$ cat src/rtl/mem_bus_master_if.sv
`default_nettype none
// ============================================================================
//  Module      : mem_bus_master_if
//  Description : Handshake and memory-port bundle for mem_bus_master.
//                Request side (req_*) is valid/ready. Response side (resp_*)
//                is valid/ready. The memory side (mem_*) drives a tiny16 memory
//                with a MAR-latched address, write-on-in_en and a
//                combinational read-out.
//                master modport: the bus initiator (mem_bus_master).
//                slave  modport: request source, response sink and memory.
//  Revision    : 1.0  initial release
// ============================================================================
interface mem_bus_master_if;
    logic        req_valid;
    logic        req_ready;
    logic        req_we;
    logic [15:0] req_addr;
    logic [15:0] req_wdata;
    logic [1:0]  req_len;

    logic        resp_valid;
    logic        resp_ready;
    logic [15:0] resp_rdata;
    logic        resp_err;
    logic        resp_last;

    logic        mem_addr_en;
    logic [15:0] mem_addr;
    logic        mem_in_en;
    logic [15:0] mem_in;
    logic        mem_out_en;
    logic [15:0] mem_out;

    modport master (
        input  req_valid, req_we, req_addr, req_wdata, req_len, resp_ready, mem_out,
        output req_ready, resp_valid, resp_rdata, resp_err, resp_last,
               mem_addr_en, mem_addr, mem_in_en, mem_in, mem_out_en
    );

    modport slave (
        output req_valid, req_we, req_addr, req_wdata, req_len, resp_ready, mem_out,
        input  req_ready, resp_valid, resp_rdata, resp_err, resp_last,
               mem_addr_en, mem_addr, mem_in_en, mem_in, mem_out_en
    );
endinterface
`default_nettype wire

$ cat src/rtl/mem_bus_master.sv
`default_nettype none
// ============================================================================
//  Module      : mem_bus_master
//  Description : Bus initiator for the tiny16 memory port. It turns one
//                valid/ready word request into the sequence "load MAR, then
//                write or read" and returns one response beat per access.
//                There is never more than one request outstanding.
//  Ports       : clk  - system clock, all state changes on posedge
//                rst  - synchronous active-high reset
//                bus  - mem_bus_master_if.master (req_*, resp_*, mem_*)
//  Parameters  : MEM_SIZE - words in the attached memory. An address at or
//                above MEM_SIZE gets an error response with no bus access.
//  Config      : MEM_BURST_EN - when defined, a read issues req_len+1 beats
//                at consecutive addresses (wrapping at 16'hFFFF). When it is
//                undefined, every request is a single beat.
//  Revision    : 1.0  initial release
// ============================================================================
module mem_bus_master #(
    parameter int unsigned MEM_SIZE = 256
) (
    input  logic                    clk,
    input  logic                    rst,
    mem_bus_master_if.master        bus
);

    typedef enum logic [1:0] {
        S_IDLE = 2'd0,
        S_ADDR = 2'd1,
        S_DATA = 2'd2,
        S_RESP = 2'd3
    } state_t;

    state_t      state_q, state_d;
    logic        we_q, we_d;
    logic [15:0] addr_q, addr_d;
    logic [15:0] wdata_q, wdata_d;
    logic [1:0]  beats_q, beats_d;      // beats still to issue after the current one
    logic        rvalid_q, rvalid_d;
    logic        err_q, err_d;
    logic        last_q, last_d;
    logic [15:0] rdata_q, rdata_d;

    logic [1:0]  w_req_beats;
    logic [15:0] w_next_addr;

`ifdef MEM_BURST_EN
    // Writes are always a single beat. Only reads use the burst length.
    assign w_req_beats = bus.req_we ? 2'd0 : bus.req_len;
`else
    assign w_req_beats = 2'd0;
`endif

    // The increment wraps 16'hFFFF -> 16'h0000.
    assign w_next_addr = addr_q + 16'd1;

    function automatic logic f_out_of_range(input logic [15:0] a);
        return 32'(a) >= MEM_SIZE;
    endfunction

    always_comb begin
        state_d  = state_q;
        we_d     = we_q;
        addr_d   = addr_q;
        wdata_d  = wdata_q;
        beats_d  = beats_q;
        rvalid_d = rvalid_q;
        err_d    = err_q;
        last_d   = last_q;
        rdata_d  = rdata_q;

        case (state_q)
            S_IDLE: begin
                if (bus.req_valid) begin
                    we_d    = bus.req_we;
                    addr_d  = bus.req_addr;
                    wdata_d = bus.req_wdata;
                    beats_d = w_req_beats;
                    if (f_out_of_range(bus.req_addr)) begin
                        // Skip the bus entirely and answer with an error.
                        state_d  = S_RESP;
                        rvalid_d = 1'b1;
                        err_d    = 1'b1;
                        rdata_d  = 16'h0000;
                        last_d   = (w_req_beats == 2'd0);
                    end else begin
                        state_d = S_ADDR;
                    end
                end
            end
            S_ADDR: begin
                state_d = S_DATA;
            end
            S_DATA: begin
                // The read data is valid during this cycle only, so capture it at the edge.
                state_d  = S_RESP;
                rvalid_d = 1'b1;
                err_d    = 1'b0;
                last_d   = (beats_q == 2'd0);
                rdata_d  = we_q ? 16'h0000 : bus.mem_out;
            end
            S_RESP: begin
                if (bus.resp_ready) begin
                    rvalid_d = 1'b0;
                    err_d    = 1'b0;
                    last_d   = 1'b0;
                    rdata_d  = 16'h0000;
                    if (beats_q == 2'd0) begin
                        state_d = S_IDLE;
                    end else begin
                        addr_d  = w_next_addr;
                        beats_d = beats_q - 2'd1;
                        if (f_out_of_range(w_next_addr)) begin
                            // Out-of-range beat inside a burst: error beat, burst continues.
                            state_d  = S_RESP;
                            rvalid_d = 1'b1;
                            err_d    = 1'b1;
                            last_d   = (beats_q == 2'd1);
                        end else begin
                            state_d = S_ADDR;
                        end
                    end
                end
            end
            default: begin
                state_d = S_IDLE;
            end
        endcase
    end

    always_ff @(posedge clk) begin
        if (rst) begin
            state_q  <= S_IDLE;
            we_q     <= 1'b0;
            addr_q   <= 16'h0000;
            wdata_q  <= 16'h0000;
            beats_q  <= 2'd0;
            rvalid_q <= 1'b0;
            err_q    <= 1'b0;
            last_q   <= 1'b0;
            rdata_q  <= 16'h0000;
        end else begin
            state_q  <= state_d;
            we_q     <= we_d;
            addr_q   <= addr_d;
            wdata_q  <= wdata_d;
            beats_q  <= beats_d;
            rvalid_q <= rvalid_d;
            err_q    <= err_d;
            last_q   <= last_d;
            rdata_q  <= rdata_d;
        end
    end

    // The strobes decode straight from the state. That keeps at most one strobe
    // high at a time. The data buses stay at zero while their strobe is low.
    assign bus.req_ready   = (state_q == S_IDLE) && !rst;
    assign bus.mem_addr_en = (state_q == S_ADDR);
    assign bus.mem_addr    = bus.mem_addr_en ? addr_q : 16'h0000;
    assign bus.mem_in_en   = (state_q == S_DATA) && we_q;
    assign bus.mem_in      = bus.mem_in_en ? wdata_q : 16'h0000;
    assign bus.mem_out_en  = (state_q == S_DATA) && !we_q;

    assign bus.resp_valid  = rvalid_q;
    assign bus.resp_err    = err_q;
    assign bus.resp_last   = last_q;
    assign bus.resp_rdata  = rdata_q;

endmodule
`default_nettype wire

$ cat src/flat_wrapper.sv
// flat-port wrapper written by rule: the top's interface ports become plain ports
module mem_bus_master_flat 
#(
    parameter int unsigned MEM_SIZE = 256
)
  (clk, rst, bus_req_valid, bus_req_we, bus_req_addr, bus_req_wdata, bus_req_len, bus_resp_ready, bus_mem_out, bus_req_ready, bus_resp_valid, bus_resp_rdata, bus_resp_err, bus_resp_last, bus_mem_addr_en, bus_mem_addr, bus_mem_in_en, bus_mem_in, bus_mem_out_en);
  mem_bus_master_if bus_i ();
  input  logic clk;
  input  logic rst;
  input wire logic [$bits(bus_i.req_valid)-1:0] bus_req_valid;
  input wire logic [$bits(bus_i.req_we)-1:0] bus_req_we;
  input wire logic [$bits(bus_i.req_addr)-1:0] bus_req_addr;
  input wire logic [$bits(bus_i.req_wdata)-1:0] bus_req_wdata;
  input wire logic [$bits(bus_i.req_len)-1:0] bus_req_len;
  input wire logic [$bits(bus_i.resp_ready)-1:0] bus_resp_ready;
  input wire logic [$bits(bus_i.mem_out)-1:0] bus_mem_out;
  output wire logic [$bits(bus_i.req_ready)-1:0] bus_req_ready;
  output wire logic [$bits(bus_i.resp_valid)-1:0] bus_resp_valid;
  output wire logic [$bits(bus_i.resp_rdata)-1:0] bus_resp_rdata;
  output wire logic [$bits(bus_i.resp_err)-1:0] bus_resp_err;
  output wire logic [$bits(bus_i.resp_last)-1:0] bus_resp_last;
  output wire logic [$bits(bus_i.mem_addr_en)-1:0] bus_mem_addr_en;
  output wire logic [$bits(bus_i.mem_addr)-1:0] bus_mem_addr;
  output wire logic [$bits(bus_i.mem_in_en)-1:0] bus_mem_in_en;
  output wire logic [$bits(bus_i.mem_in)-1:0] bus_mem_in;
  output wire logic [$bits(bus_i.mem_out_en)-1:0] bus_mem_out_en;
  assign bus_i.req_valid = bus_req_valid;
  assign bus_i.req_we = bus_req_we;
  assign bus_i.req_addr = bus_req_addr;
  assign bus_i.req_wdata = bus_req_wdata;
  assign bus_i.req_len = bus_req_len;
  assign bus_i.resp_ready = bus_resp_ready;
  assign bus_i.mem_out = bus_mem_out;
  assign bus_req_ready = bus_i.req_ready;
  assign bus_resp_valid = bus_i.resp_valid;
  assign bus_resp_rdata = bus_i.resp_rdata;
  assign bus_resp_err = bus_i.resp_err;
  assign bus_resp_last = bus_i.resp_last;
  assign bus_mem_addr_en = bus_i.mem_addr_en;
  assign bus_mem_addr = bus_i.mem_addr;
  assign bus_mem_in_en = bus_i.mem_in_en;
  assign bus_mem_in = bus_i.mem_in;
  assign bus_mem_out_en = bus_i.mem_out_en;
  mem_bus_master #(.MEM_SIZE(MEM_SIZE)) u_core (.clk(clk), .rst(rst), .bus(bus_i));
endmodule
$ cat config.mk
export PLATFORM = sky130hd
export DESIGN_NAME = mem_bus_master_flat
export DESIGN_NICKNAME = d
export VERILOG_FILES = /design/src/rtl/mem_bus_master_if.sv /design/src/rtl/mem_bus_master.sv /design/src/flat_wrapper.sv
export SDC_FILE = /design/constraint.sdc
export NUM_CORES = 1
export LEC_CHECK = 0
export CAP_MARGIN = 15
export CORE_ASPECT_RATIO = 1.75
export CORE_MARGIN = 2
export CORE_UTILIZATION = 44
export DETAILED_ROUTE_END_ITERATION = 6
export PLACE_DENSITY = 0.8
export SYNTH_ARGS = -nofsm -noshare
export SYNTH_HDL_FRONTEND = slang
export SYNTH_SLANG_ARGS = --single-unit
$ cat constraint.sdc
create_clock -name clk -period 2.7 [get_ports clk]
set_input_delay 0.405 -clock clk [delete_from_list [all_inputs] [get_ports clk]]
set_output_delay 0.405 -clock clk [all_outputs]
set_load 0.02 [all_outputs]
==> results of run 1 <==
-- metal layers --
layer	GRT usage	wire length [microns]	vias to the layer above	part of all wire
met5	0	0	-	0
met3	0.03553	425	15	0.052
li1	-	-	1505	-
met1	0.2551	3239	1446	0.39
met4	0.09028	212	0	0.026
met2	0.4088	4328	113	0.53
-- worst max-delay path, stage by stage (launching register included) --
cell and delay [ns]:
sky130_fd_sc_hd__dfxtp_1 0.31, sky130_fd_sc_hd__buf_4 0.17, sky130_fd_sc_hd__nor2b_1 0.15, sky130_fd_sc_hd__buf_4 0.21, sky130_fd_sc_hd__nor2b_1 0.23, sky130_fd_sc_hd__clkdlybuf4s50_1 0.66
-- cell usage in the layout, fill, tap and decap left out, types with 4 or more instances in the layout --
master                            count
sky130_fd_sc_hd__and2_1              22
sky130_fd_sc_hd__buf_4               12
sky130_fd_sc_hd__clkbuf_16            5
sky130_fd_sc_hd__nand4_1              4
sky130_fd_sc_hd__a31oi_1              9
sky130_fd_sc_hd__inv_1                5
sky130_fd_sc_hd__and3_1              19
sky130_fd_sc_hd__clkdlybuf4s50_1    106
sky130_fd_sc_hd__ha_1                 4
sky130_fd_sc_hd__nor3_1               7
sky130_fd_sc_hd__nor2_1              35
sky130_fd_sc_hd__a22oi_1              4
sky130_fd_sc_hd__a311oi_1             5
sky130_fd_sc_hd__nand3_1              5
sky130_fd_sc_hd__dfxtp_1             56
sky130_fd_sc_hd__nand2_1             56
sky130_fd_sc_hd__o21ai_0             14
sky130_fd_sc_hd__a32oi_1             16
sky130_fd_sc_hd__a21oi_1             32
-- Yosys cell counts, types with 2 or more instances --
library cell,instances
sky130_fd_sc_hd__nor2_1,35
sky130_fd_sc_hd__nand2b_1,2
sky130_fd_sc_hd__mux2i_1,2
sky130_fd_sc_hd__a31oi_1,9
sky130_fd_sc_hd__a22oi_1,4
sky130_fd_sc_hd__o21ai_0,14
sky130_fd_sc_hd__inv_1,5
sky130_fd_sc_hd__nand4_1,4
sky130_fd_sc_hd__nor4_1,3
sky130_fd_sc_hd__o22ai_1,2
sky130_fd_sc_hd__nand2_1,56
sky130_fd_sc_hd__dfxtp_1,56
sky130_fd_sc_hd__xnor2_1,2
sky130_fd_sc_hd__and2_1,22
sky130_fd_sc_hd__nand3_1,5
sky130_fd_sc_hd__clkbuf_1,19
sky130_fd_sc_hd__and3_1,19
sky130_fd_sc_hd__a21oi_1,32
sky130_fd_sc_hd__o31ai_1,3
sky130_fd_sc_hd__a311oi_1,5
sky130_fd_sc_hd__a31o_2,2
sky130_fd_sc_hd__buf_2,10
sky130_fd_sc_hd__a32oi_1,16
sky130_fd_sc_hd__nor3_1,7
sky130_fd_sc_hd__and4_1,2
sky130_fd_sc_hd__nor2b_1,3
sky130_fd_sc_hd__a2bb2oi_1,2
sky130_fd_sc_hd__ha_1,4
-- worst paths after layout --
kind | from | end | slack [ns] | depth (start not counted)
setup / recovery | u_core.state_q[1] | bus_mem_out_en | 0.26 | 5
hold / removal | u_core.wdata_q[6] | u_core.wdata_q[6] | 0.45 | 2
setup reg to reg | u_core.addr_q[0] | u_core.state_q[1] | 0.39 | 6
hold reg to reg | u_core.wdata_q[6] | u_core.wdata_q[6] | 0.45 | 2
-- stage by stage --
| stage | utilization | hold slack, ns |
|---|---|---|
| finish | 0.6441 | 0.4511 |
| global route | 0.6441 | 0.4680 |
| detailed placement | 0.6216 | 0.4426 |
| global placement | 0.6216 | 0.4373 |
| floorplan | - | 0.4319 |
| CTS | 0.6441 | 0.4527 |
-- power by group through the flow --
stage          sequential, mW  combinational, mW  clock, mW
4_1_cts                 0.935              0.442      0.657
2_1_floorplan           0.954              0.236          0
3_3_place_gp            0.951              0.430          0
6_report                0.937              0.440      0.638
3_5_place_dp            0.954              0.438          0
5_1_grt                 0.946              0.479      0.688
-- sequential cells by signal (all words and copies together) (netlist names) --
register and flops:
u_core.bus.resp_last 1, u_core.bus.resp_valid 1, u_core.bus.resp_rdata 16, u_core.addr_q 16
u_core.state_q 2, u_core.beats_q 2, u_core.bus.resp_err 1, u_core.we_q 1
u_core.wdata_q 16
-- final cells by class --
cell class	instances	area (sq um)
repair buffers	119	1156
clock buffers	6	128.9
clock inverters	2	16.27
multi-input cells	277	1605
flip-flops and latches	56	1121
well taps	82	102.6
fillers	581	2292
inverters	5	18.77
-- kinds of logic (layout without fill, tap and decap cells) --
logic type,count (synthesis),in the layout
AOI/OAI and AO/OA,102,102
xor gates and xnor gates,3,3
adders and majority gates,4,4
buffers and inverters,38,132
DFF,56,56
muxes,2,2
and+or+nand+nor,166,166
==> load_flow_metrics.sql, run 1 <==
INSERT INTO impl_metrics (metric_group, metric, value, unit) VALUES
('clocking', 'cts_hold_repair.buffers', '0', ''),
('detailed_routing', 'ant_nets', '0', ''),
('synthesis', 'synth.ff_latch_count', '56', ''),
('place', 'placed_area', '4004', 'sq um'),
('clocking', 'post-cts-setup-buffers', '0', ''),
('timing', 'finalClockSkew', '0.005840', 'ns'),
('timing', 'final_hold_viol_count', '0', ''),
('power_and_ir_drop', 'post-layout-total-power', '2.015', 'mW'),
('power_and_ir_drop', 'power.leakage', '1.570', 'nW'),
('power_and_ir_drop', 'cellPowerDensity', '485.8', 'nW/um^2'),
('timing', 'min_period_over_period', '0.9045', ''),
('timing', 'grt_setup_unrepaired', 'no', ''),
('place', 'gp_congestion', '0.8216', ''),
('power_and_ir_drop', 'ir_drop', '0.0003067', 'V'),
('clocking', 'clockBufferDepth', '2', ''),
('synthesis', 'synth.largest_area_cell', 'sky130_fd_sc_hd__dfxtp_1', ''),
('layout', 'post_route_cells_drive_above_1_share', '0.06237', ''),
('place', 'dp_worst_slack', '0.4575', 'ns'),
('floorplanning', 'die_y', '111.3', 'microns'),
('worst_setup_path', 'cp_max_fo', '19', ''),
('worst_hold_path', 'worstHoldPathType', 'reg2reg', ''),
('detailed_routing', 'wirelength_routed', '8206', 'microns'),
('worst_setup_path', 'setup.worst_path.start_class', 'register', ''),
('timing', 'max-slew-margin-rel', '0.5766', ''),
('clocking', 'cts_num_sinks', '56', ''),
('global_routing', 'wire_length_of_the_first_global_routing_pass', '13250', 'microns'),
('synthesis', 'synth_top_flop_cell', 'sky130_fd_sc_hd__dfxtp_1', ''),
('run', 'max_cap_violations', '0', ''),
('floorplanning', 'core_area', '6441', 'sq um'),
('synthesis', 'yosys.area_share.adder', '0.01729', ''),
('detailed_routing', 'num_vias', '3079', ''),
('clocking', 'cts-buffers-inserted', '5', ''),
('floorplanning', 'placement_rows', '39', ''),
('layout', 'final_cell_area', '4149', 'sq um'),
('place', 'post-place-cells', '539', ''),
('clocking', 'cts_resized', '0', ''),
('synthesis', 'synthDominantCellAreaShare', '0.3874', ''),
('power_and_ir_drop', 'power.switching', '0.5716', 'mW'),
('worst_setup_path', 'timing.setup.critical_path_class', 'reg2out', ''),
('layout', 'diodes', '0', ''),
('detailed_routing', 'routed_via_count_divided_by_cell_count', '5.629', ''),
('outcome', 'outcome', 'finished clean', ''),
('global_routing', 'first_global_vias', '2889', ''),
('floorplanning', 'die_area', '7267', 'sq um'),
('clocking', 'cts-htree-levels', '2', ''),
('synthesis', 'post_synthesis_sequential_area_ratio', '0.3874', ''),
('synthesis', 'postSynthCellCount', '371', ''),
('floorplanning', 'io_pins', '110', ''),
('timing', 'post-route-worst-setup-slack', '0.2579', 'ns'),
('power_and_ir_drop', 'power_frac_seq', '0.465', ''),
('detailed_routing', 'avgRoutedWirePerCell', '15.00', 'microns'),
('global_routing', 'initial_antenna_violation_count', '0', ''),
('floorplanning', 'start_util', '0.4493', ''),
('timing', 'sum_of_negative_setup_slack', '0', 'ns'),
('layout', 'nNetsFinal', '523', ''),
('synthesis', 'yosys.area_share.xor_xnor', '0.009079', ''),
('timing', 'timing.final.max_slew_violations', '0', ''),
('worst_setup_path', 'required', '2.30', 'ns'),
('synthesis', 'main_combinational_cell_family_by_area_after_synthesis', 'simple AND/OR/NAND/NOR gates', ''),
('power_and_ir_drop', 'power.switching_fraction', '0.2836', ''),
('worst_setup_path', 'critPathArrivalTime', '2.04', 'ns'),
('global_routing', 'grt.total_usage', '0.2260', ''),
('synthesis', 'synth_edf_count', '0', ''),
('detailed_routing', 'tritonroute_pass_1_iters', '5', ''),
('floorplanning', 'die_width', '65.31', 'microns'),
('synthesis', 'synth_cell_type_count', '54', ''),
('synthesis', 'synth_warnings', '0', ''),
('clocking', 'path_clk_slew', '0.07', 'ns'),
('synthesis', 'synth-compound-area-share', '0.2365', ''),
('synthesis', 'netlist_area', '2894', 'sq um'),
('timing', 'worst-slew-pin-transition', '0.6335', 'ns');
Note: power is estimated with default switching activity, not from simulation.
==> run 2, diff against run 1 <==
Settings changed: CORE_UTILIZATION 44 to 45, PLACE_DENSITY 0.8 to 0.82.
Clock period 2.7 ns to 2.9 ns, I/O delays scaled along.
==> run 2 against run 1 <==
Effect of this change: clock-buffer cell count is the same; clock power shrank 31%; sequential share of layout area grew 0.47 points; setup slack gained 0.028 ns; via count shrank 2.7%; global-route usage grew 0.28 points; first-iteration DRC count shrank 1.6%; non-clock buffer count shrank 2; critical path depth shrank 1; die area shrank 2.1%; largest cell class unchanged; clock skew is essentially flat.
==> load_flow_metrics.sql, run 2 (synthesis results as in run 1) <==
INSERT INTO impl_metrics (metric_group, metric, value, unit) VALUES
('worst_setup_path', 'timing.critical_path.depth', '4', ''),
('layout', 'multi_input_area', '1605', 'sq um'),
('clocking', 'clockBufferDepth', '2', ''),
('clocking', 'post-cts-setup-buffers', '0', ''),
('floorplanning', 'die_y', '110.1', 'microns'),
('layout', 'final_common_cell', 'sky130_fd_sc_hd__clkdlybuf4s50_1', ''),
('place', 'gp_congestion', '0.8404', ''),
('worst_setup_path', 'required', '2.47', 'ns'),
('clocking', 'insertion_delay', '0.32', 'ns'),
('global_routing', 'grt.total_usage', '0.2288', ''),
('timing', 'sum_of_negative_setup_slack', '0', 'ns'),
('clocking', 'cts_num_sinks', '56', ''),
('timing', 'max-slew-margin-rel', '0.6027', ''),
('detailed_routing', 'detail_route.drc_violations', '0', ''),
('clocking', 'cts_hold_repair.buffers', '0', ''),
('run', 'max_cap_violations', '0', ''),
('layout', 'post_route_cells_drive_above_1_share', '0.05844', ''),
('detailed_routing', 'wirelength_routed', '8013', 'microns'),
('worst_setup_path', 'crit_top_cell', 'sky130_fd_sc_hd__nor2b_1', ''),
('global_routing', 'grt_max_degree', '58', ''),
('global_routing', 'globalRoute.totalOverflow', '0', ''),
('floorplanning', 'placement_rows', '38', ''),
('worst_setup_path', 'worstPathCellList', 'nor2b_1 -> buf_4 -> nor2b_1 -> clkdlybuf4s50_1', ''),
('detailed_routing', 'tritonroute_pass_1_iters', '4', ''),
('power_and_ir_drop', 'post-layout-total-power', '1.719', 'mW'),
('timing', 'finalClockSkew', '0.005743', 'ns'),
('global_routing', 'initial_antenna_violation_count', '0', ''),
('detailed_routing', 'ant_nets', '0', ''),
('worst_hold_path', 'worstHoldPathType', 'reg2reg', ''),
('detailed_routing', 'routed_via_count_divided_by_cell_count', '5.530', ''),
('floorplanning', 'die_area', '7114', 'sq um'),
('floorplanning', 'start_util', '0.4646', ''),
('layout', 'sequential_cell_area', '1121', 'sq um'),
('clocking', 'clock_tree.root_cell', 'sky130_fd_sc_hd__clkbuf_8', ''),
('timing', 'setup_viol', '0', ''),
('clocking', 'path_clk_slew', '0.09', 'ns'),
('timing', 'min_period_over_period', '0.9013', ''),
('floorplanning', 'die_width', '64.62', 'microns'),
('worst_setup_path', 'crit_path_top_delay_cell', 'sky130_fd_sc_hd__clkdlybuf4s50_1', ''),
('global_routing', 'first_global_vias', '2879', ''),
('worst_hold_path', 'hold_path_depth', '2', ''),
('global_routing', 'gr-usage-met2', '0.4241', ''),
('detailed_routing', 'num_vias', '2997', ''),
('worst_setup_path', 'setup.worst_path.start_class', 'register', ''),
('timing', 'max_freq', '0.3826', 'GHz'),
('clocking', 'cts_resized', '0', ''),
('place', 'place.detailed.hpwl', '5723', 'microns'),
('worst_setup_path', 'crit_buf_inv', '2', ''),
('timing', 'grt_setup_unrepaired', 'no', ''),
('floorplanning', 'core_area', '6228', 'sq um'),
('detailed_routing', 'avgRoutedWirePerCell', '14.78', 'microns'),
('worst_setup_path', 'critical_path.endpoint_type', 'primary output', ''),
('global_routing', 'busiest_layer', 'met2', ''),
('global_routing', 'grt.met1_usage', '0.2463', ''),
('outcome', 'outcome', 'finished clean', ''),
('timing', 'fin_crit', '2.614', 'ns'),
('floorplanning', 'io_pins', '110', ''),
('layout', 'nNetsFinal', '521', ''),
('place', 'placement.io_buffers', '107', ''),
('layout', 'layout-area-overhead-vs-synth', '40.90', '%'),
('worst_setup_path', 'critPathArrivalTime', '2.18', 'ns'),
('clocking', 'cts-buffers-inserted', '5', ''),
('power_and_ir_drop', 'cellPowerDensity', '421.6', 'nW/um^2'),
('layout', 'final_cell_area', '4078', 'sq um'),
('power_and_ir_drop', 'power.leakage', '1.539', 'nW'),
('layout', 'fillCellCount', '557', ''),
('timing', 'worst-slew-pin-transition', '0.5914', 'ns'),
('place', 'post-place-cells', '535', ''),
('worst_setup_path', 'cpLargestDelayFamily', 'buffers and inverters', ''),
('layout', 'finalNonFillerCells', '542', ''),
('layout', 'diodes', '0', ''),
('clocking', 'tritoncts', 'built', ''),
('global_routing', 'wire_length_of_the_first_global_routing_pass', '13000', 'microns'),
('power_and_ir_drop', 'ir_drop', '0.0002696', 'V'),
('clocking', 'cts-htree-levels', '2', ''),
('layout', 'layout_common_cells', '106 x sky130_fd_sc_hd__clkdlybuf4s50_1, 56 x sky130_fd_sc_hd__nand2_1, 56 x sky130_fd_sc_hd__dfxtp_1, 35 x sky130_fd_sc_hd__nor2_1, 32 x sky130_fd_sc_hd__a21oi_1', ''),
('place', 'placed_area', '3986', 'sq um'),
('worst_setup_path', 'timing.setup.critical_path_class', 'reg2out', ''),
('worst_setup_path', 'r2r.worst_path.cells', '6', ''),
('global_routing', 'global_route.usage.met3', '0.04365', ''),
('timing', 'final_hold_viol_count', '0', ''),
('detailed_routing', 'detail_route.iter0.violations', '189', ''),
('worst_setup_path', 'cp_max_fo', '19', ''),
('worst_setup_path', 'worst_path_largest_cell_delay', '0.66', 'ns'),
('timing', 'timing.final.max_slew_violations', '0', '');
## run 2: cell count changes in the layout (fill, tap and decap cells not counted), sizes merged
cell      previous run  this run
clkinvlp             1         0
buf                 13        11
## run 2: layout make-up
cell class | count | area share
inverter | 5 | 0.004603
multi-input combinational | 277 | 0.3937
clock buffer | 6 | 0.02025
timing repair buffer | 117 | 0.2798
tap | 80 | 0.02455
clock inverter | 1 | 0.002148
sequential | 56 | 0.2749
## run 2: where the power goes
part / internal [mW] / switching [mW] / total, mW
combinational: 0.198 / 0.202 / 0.400
clock: 0.191 / 0.252 / 0.443
sequential: 0.820 / 0.0554 / 0.876
## run 2: final timing paths
kind,start,to,slack [ns]
worst min register to register,u_core.wdata_q[5],u_core.wdata_q[5],0.45
worst max register to register,u_core.addr_q[0],u_core.state_q[1],0.59
worst max-delay path,u_core.state_q[1],bus_mem_out_en,0.29
worst min-delay path,u_core.wdata_q[5],u_core.wdata_q[5],0.45
## run 2: routing by layer
metal,share of wire,vias up
met5,0,-
met4,0.019,0
met3,0.068,11
met2,0.52,106
met1,0.39,1379
li1,-,1501
## run 2: worst register-to-register path: stages, from the launching register on
cell and delay (ns):
sky130_fd_sc_hd__dfxtp_1 0.47, sky130_fd_sc_hd__ha_1 0.23, sky130_fd_sc_hd__and3_1 0.38, sky130_fd_sc_hd__and3_2 0.28
sky130_fd_sc_hd__a31oi_1 0.11, sky130_fd_sc_hd__o41ai_2 0.55, sky130_fd_sc_hd__a311oi_1 0.16
## run 2: through the flow
step	hold slack (ns)	util	setup slack (ns)
floorplan	0.4319	-	1.021
global placement	0.4368	0.6400	0.5603
detailed placement	0.4424	0.6400	0.5143
CTS	0.4559	0.6547	0.2782
global route	0.4713	0.6547	0.1649
finish	0.4547	0.6547	0.2861
==> run 3, diff against run 2 <==
Settings changed: CTS_CLUSTER_SIZE set to 20.
==> results of run 3 <==
The final DEF is identical to that of run 2; final timing and power are the same.
